**config.mk**
```make
export PLATFORM = sky130hd
export DESIGN_NAME = npn4_canon_seq
export DESIGN_NICKNAME = d
export VERILOG_FILES = /design/src/rtl/npn4_canon_seq.sv
export SDC_FILE = /design/constraint.sdc
export NUM_CORES = 1
export LEC_CHECK = 0
export CORE_MARGIN = 4
export CORE_UTILIZATION = 65
export DETAILED_ROUTE_END_ITERATION = 10
export PLACE_DENSITY_LB_ADDON = 0.25
export SKIP_LAST_GASP = 1
export SYNTH_ARGS = -nofsm -noshare
export SYNTH_HDL_FRONTEND = slang
export SYNTH_SLANG_ARGS = --single-unit
```
**constraint.sdc**
```tcl
create_clock -name clk -period 12.8 [get_ports clk]
set_input_delay 1.28 -clock clk [delete_from_list [all_inputs] [get_ports clk]]
set_output_delay 1.28 -clock clk [all_outputs]
set_load 0.05 [all_outputs]
```
**src/rtl/npn4_canon_seq.sv**
```systemverilog
// Sequential NPN canonicaliser for 4-input Boolean functions.
// Walks every (permutation, input mask, output negation) candidate, one per cycle,
// and keeps the smallest transformed truth table together with its transform.
module npn4_canon_seq #(
    parameter bit ENABLE_ONEG = 1'b1
) (
    input  logic        clk,
    input  logic        rst_n,
    input  logic        in_valid,
    output logic        in_ready,
    input  logic [15:0] in_tt,
    output logic        out_valid,
    input  logic        out_ready,
    output logic [15:0] canon_tt,
    output logic [4:0]  perm_idx,
    output logic [3:0]  neg_mask,
    output logic        out_neg
);

    typedef enum logic [1:0] {StIdle, StScan, StDone} state_e;

    state_e      state_q, state_d;
    logic [15:0] src_tt_q;
    logic [4:0]  perm_q;
    logic [3:0]  mask_q;
    logic        oneg_q;
    logic [15:0] best_tt_q;
    logic [4:0]  best_perm_q;
    logic [3:0]  best_mask_q;
    logic        best_oneg_q;
    logic [15:0] canon_q;
    logic [4:0]  canon_perm_q;
    logic [3:0]  canon_mask_q;
    logic        canon_oneg_q;

    logic [15:0] cand_tt;
    logic        cand_better;
    logic        last_cand;
    logic [15:0] sel_tt;
    logic [4:0]  sel_perm;
    logic [3:0]  sel_mask;
    logic        sel_oneg;

    // Permutation tuple for a perm index, packed {p0,p1,p2,p3} with p0 in the top bits.
    function automatic logic [7:0] perm_tuple(input logic [4:0] idx);
        logic [7:0] t;
        case (idx)
            5'd0:    t = {2'd0, 2'd1, 2'd2, 2'd3};
            5'd1:    t = {2'd0, 2'd1, 2'd3, 2'd2};
            5'd2:    t = {2'd0, 2'd2, 2'd1, 2'd3};
            5'd3:    t = {2'd0, 2'd2, 2'd3, 2'd1};
            5'd4:    t = {2'd0, 2'd3, 2'd1, 2'd2};
            5'd5:    t = {2'd0, 2'd3, 2'd2, 2'd1};
            5'd6:    t = {2'd1, 2'd0, 2'd2, 2'd3};
            5'd7:    t = {2'd1, 2'd0, 2'd3, 2'd2};
            5'd8:    t = {2'd1, 2'd2, 2'd0, 2'd3};
            5'd9:    t = {2'd1, 2'd2, 2'd3, 2'd0};
            5'd10:   t = {2'd1, 2'd3, 2'd0, 2'd2};
            5'd11:   t = {2'd1, 2'd3, 2'd2, 2'd0};
            5'd12:   t = {2'd2, 2'd0, 2'd1, 2'd3};
            5'd13:   t = {2'd2, 2'd0, 2'd3, 2'd1};
            5'd14:   t = {2'd2, 2'd1, 2'd0, 2'd3};
            5'd15:   t = {2'd2, 2'd1, 2'd3, 2'd0};
            5'd16:   t = {2'd2, 2'd3, 2'd0, 2'd1};
            5'd17:   t = {2'd2, 2'd3, 2'd1, 2'd0};
            5'd18:   t = {2'd3, 2'd0, 2'd1, 2'd2};
            5'd19:   t = {2'd3, 2'd0, 2'd2, 2'd1};
            5'd20:   t = {2'd3, 2'd1, 2'd0, 2'd2};
            5'd21:   t = {2'd3, 2'd1, 2'd2, 2'd0};
            5'd22:   t = {2'd3, 2'd2, 2'd0, 2'd1};
            5'd23:   t = {2'd3, 2'd2, 2'd1, 2'd0};
            default: t = {2'd0, 2'd1, 2'd2, 2'd3};
        endcase
        return t;
    endfunction

    // T'[k] = o ^ T[k'], k'[i] = k[p_i] ^ m[i].
    function automatic logic [15:0] xform(input logic [15:0] tt, input logic [7:0] tup,
                                          input logic [3:0] m, input logic o);
        logic [15:0] r;
        logic [3:0]  k;
        logic [3:0]  kp;
        r  = '0;
        kp = '0;
        for (int j = 0; j < 16; j++) begin
            k = 4'(j);
            for (int i = 0; i < 4; i++) begin
                kp[i] = k[tup[7-2*i -: 2]] ^ m[i];
            end
            r[j] = o ^ tt[kp];
        end
        return r;
    endfunction

    // Evaluate the current candidate and pick the running minimum (strictly-less wins).
    always_comb begin
        cand_tt     = xform(src_tt_q, perm_tuple(perm_q), mask_q, oneg_q);
        cand_better = cand_tt < best_tt_q;
        last_cand   = (perm_q == 5'd23) && (mask_q == 4'd15) && (oneg_q || !ENABLE_ONEG);
        sel_tt      = cand_better ? cand_tt : best_tt_q;
        sel_perm    = cand_better ? perm_q  : best_perm_q;
        sel_mask    = cand_better ? mask_q  : best_mask_q;
        sel_oneg    = cand_better ? oneg_q  : best_oneg_q;
    end

    // State register.
    always_ff @(posedge clk or negedge rst_n) begin
        if (!rst_n) begin
            state_q <= StIdle;
        end else begin
            state_q <= state_d;
        end
    end

    // Next-state logic and handshake outputs.
    always_comb begin
        state_d   = state_q;
        in_ready  = 1'b0;
        out_valid = 1'b0;
        case (state_q)
            StIdle: begin
                in_ready = 1'b1;
                if (in_valid) state_d = StScan;
            end
            StScan: begin
                if (last_cand) state_d = StDone;
            end
            StDone: begin
                out_valid = 1'b1;
                if (out_ready) state_d = StIdle;
            end
            default: state_d = StIdle;
        endcase
    end

    // Scan counters, running best and result registers.
    always_ff @(posedge clk or negedge rst_n) begin
        if (!rst_n) begin
            src_tt_q     <= '0;
            perm_q       <= '0;
            mask_q       <= '0;
            oneg_q       <= 1'b0;
            best_tt_q    <= '0;
            best_perm_q  <= '0;
            best_mask_q  <= '0;
            best_oneg_q  <= 1'b0;
            canon_q      <= '0;
            canon_perm_q <= '0;
            canon_mask_q <= '0;
            canon_oneg_q <= 1'b0;
        end else begin
            case (state_q)
                StIdle: begin
                    if (in_valid) begin
                        src_tt_q    <= in_tt;
                        best_tt_q   <= in_tt;
                        best_perm_q <= '0;
                        best_mask_q <= '0;
                        best_oneg_q <= 1'b0;
                        perm_q      <= '0;
                        mask_q      <= '0;
                        oneg_q      <= 1'b0;
                    end
                end
                StScan: begin
                    best_tt_q   <= sel_tt;
                    best_perm_q <= sel_perm;
                    best_mask_q <= sel_mask;
                    best_oneg_q <= sel_oneg;
                    if (last_cand) begin
                        canon_q      <= sel_tt;
                        canon_perm_q <= sel_perm;
                        canon_mask_q <= sel_mask;
                        canon_oneg_q <= sel_oneg;
                    end else if (ENABLE_ONEG && !oneg_q) begin
                        oneg_q <= 1'b1;
                    end else begin
                        oneg_q <= 1'b0;
                        mask_q <= mask_q + 4'd1;
                        if (mask_q == 4'd15) perm_q <= perm_q + 5'd1;
                    end
                end
                default: ;
            endcase
        end
    end

    assign canon_tt = canon_q;
    assign perm_idx = canon_perm_q;
    assign neg_mask = canon_mask_q;
    assign out_neg  = canon_oneg_q;

endmodule

```
==> results by group <==
Run status
  – Status: finished clean

Synth
  – Xor/xnor share of the synthesized area: 0.08443
  – Dominant cells by area after synthesis: dfrtp_1, mux4_2, ha_1
  – Syn_nets: ~730
  – Async S/R FF share, synth: 1.000
  – Synth Area per Inst: 10.50 um2
  – Yosys warns: 0
  – Complex-gate fraction of the synthesized area: 0.1010
  – Synth Area in Adders: 0.08101
  – Post-Synth Simple-Gate Area: 0.09451
  – Most frequent cell after synthesis: nand2_1
  – Dominant synthesized flop cell: dfrtp_1
  – Cells after Synth: roughly 660
  – Mux share of post-synthesis cell area: 0.2913
  – Netlist cell types: 46
  – Largest family of logic cells by synthesized area: multiplexers
  – Yosys top cell area share: 0.2880
  – Synthesized cell area: roughly 7000 um2
  – Post-synth top area cell: dfrtp_1
  – Most instantiated cells after synthesis: nand2_1, dfrtp_1, mux4_2
  – Seq/Total Area, Yosys: 0.2880
  – EDFF count, synth: 0
  – Yosys reg bits: 80

Setup path
  – WS Path Type: reg -> reg
  – Critical path peak fanout: 35
  – Arrival @ worst endpoint: 6530 ps
  – Crit path required time: 13020 ps
  – CP startpoint kind: flip-flop
  – Worst Setup End Kind: flip-flop

Placed design
  – GPL Wtd Cong: between 0.9 and 1
  – I/O Buffers: 47
  – Pre-CTS setup slack: roughly 6600 ps
  – Hpwl dp: ~13 mm

Floorplanning
  – Die Y: between 100 and 150 um
  – Die X: 111.4 um
  – Initial Util: 0.6702
  – Rows: 37
  – Core ar.: approximately 10000 um2
  – I/O pins: between 40 and 50
  – Die area: ~12000 um2

STA
  – Worst Max-Slew Pin Slew: about 980 ps
  – Max-slew violations: 0
  – Fmax: 158.4 MHz
  – Setup TNS: 0 ps
  – Minimum clock period: around 6300 ps
  – Final WS setup: 6488 ps
  – Relative slew slack: 0.3447
  – Skew final: about 12 ps
  – Final count of negative-setup-slack endpoints: 0
  – Final Hold Fails: 0
  – Fin crit share: 0.4931
  – Unrepaired setup endpoints after global routing: no

Clocking
  – Clk slew on worst S/H paths: approximately 90 ps
  – Root Driver: clkbuf_8
  – # clock sinks: 80
  – TritonCTS Buffers: 9
  – Clock Path Buffers: 2
  – Post-CTS sizing: 0
  – TritonCTS clock tree: yes
  – H-Tree Depth: 3
  – Post-CTS Setup Bufs: 0
  – Worst-skew pair later-pin latency: 360 ps
  – Hold-fix buffer count after cts: 0

Global routing
  – Vias in the first global route: ~5600
  – Antenna violations before repair: 0
  – Pin count of the biggest net entering global routing: between 80 and 90
  – First-pass GRT wire length: 29.37 mm
  – GRT Util Overall: 0.2957
  – Total gr overflow: 0

Worst hold path
  – Worst min path class: reg -> reg

Detailed routing
  – DR vias/cell: between 6 and 7
  – Post-DRT Antenna Nets: 0
  – Post-Route WL: 17.75 mm
  – DRC: 0
  – Wire length per cell: about 22 um
  – Vias after detailed routing: around 5500
  – 1st-iter DRT viols: 648
  – DRT Pass-1 Iters: 5

Final layout
  – Fill cells: 730
  – Diodes inserted: 0
  – Fin nets: between 700 and 800
  – Area delta synth->final: 9.631%
  – Layout cells sized above 1: 0.1603

Job
  – Maxcap violations: 0
## cells by family after synthesis
kind of cell / Yosys count
compound gates: 113
xor+xnor: 67
fa+ha+maj: 45
buf+inv: 101
flops: 80
mux: 105
simple gates: 151
## cells in the final DEF, fill, tap and decap left out, types with 6 or more instances in the layout
cell	synthesis	routed
xnor2_1	42	42
nand3_1	11	11
nand2_1	86	86
nor2_1	24	24
a21oi_1	20	20
dfrtp_1	80	80
mux4_2	77	77
o211ai_1	6	6
mux2i_1	22	22
ha_1	45	45
o21ai_0	41	41
xor2_1	25	25
clkbuf_8	0	10
inv_1	50	50
and3_1	8	8
a21o_1	9	9
clkdlybuf4s50_1	0	46
a221o_1	9	9
o21ai_1	13	13
## through the flow
| stage | util | instances | area, um2 | hold WS, ps |
|---|---|---|---|---|
| final | 0.7348 | 816 | 7620 | 477.1 |
| after CTS | 0.7348 | 816 | 7620 | 487.4 |
| after global placement | 0.7134 | 800 | 7398 | 460.0 |
| after detailed placement | 0.7134 | 800 | 7398 | 470.0 |
| after global routing | 0.7348 | 816 | 7620 | 510.4 |
| after floorplan | - | 662 | 6950 | 468.1 |
## layout make-up
cell class	instances	area (um2)	area share
Clock inverter	4	76.32	0.01002
Timing Repair Buffer	51	498.0	0.06535
Clock buffer	12	145.1	0.01905
Sequential cell	80	2002	0.2627
Multi-Input combinational cell	481	4533	0.5949
Tap cell	136	170.2	0.02233
Inverter	52	195.2	0.02562
## critical path: stages, from the launching register on
cell	delay [ps]
dfrtp_1	670
inv_2	150
ha_1	230
and2_1	170
o32ai_2	390
inv_1	170
ha_1	280
xor2_1	480
mux4_2	580
mux4_2	510
xnor2_1	300
inv_1	80
ha_1	320
a21oi_1	170
a21oi_1	80
a211oi_1	320
and2_1	170
buf_4	340
nand2_2	400
nand3_1	220
o21ai_1	110
## final timing paths
kind	slack, ps	cells after the start	end	start
max	6490	20	best_perm_q[3]	perm_q[2]
max in group asynchronous	11090	1	src_tt_q[9]	rst_n
min	480	2	canon_tt[2]	canon_tt[2]
max reg2reg	6490	20	best_perm_q[3]	perm_q[2]
min in group asynchronous	1080	1	perm_idx[4]	rst_n
min reg2reg	480	2	canon_tt[2]	canon_tt[2]
## state kept, by name (all words and copies together), names as in the netlist
name	flops
state_q	2
best_mask_q	4
best_oneg_q	1
best_tt_q	16
canon_tt	16
mask_q	4
perm_idx	5
best_perm_q	5
perm_q	5
out_neg	1
neg_mask	4
src_tt_q	16
oneg_q	1
## metal layers
metal | vias to the layer above | GRT usage | share of wire | wire length, um
met4 | 0 | 0.1119 | 0.029 | 507
met1 | 2709 | 0.3974 | 0.38 | 6748
met3 | 54 | 0.06848 | 0.10 | 1785
met5 | - | 0 | 0 | 0
met2 | 344 | 0.4741 | 0.49 | 8705
li1 | 2406 | - | - | -
Power is not shown: default switching activity piles up to over one toggle a cycle in this logic, so the estimate is an artifact.
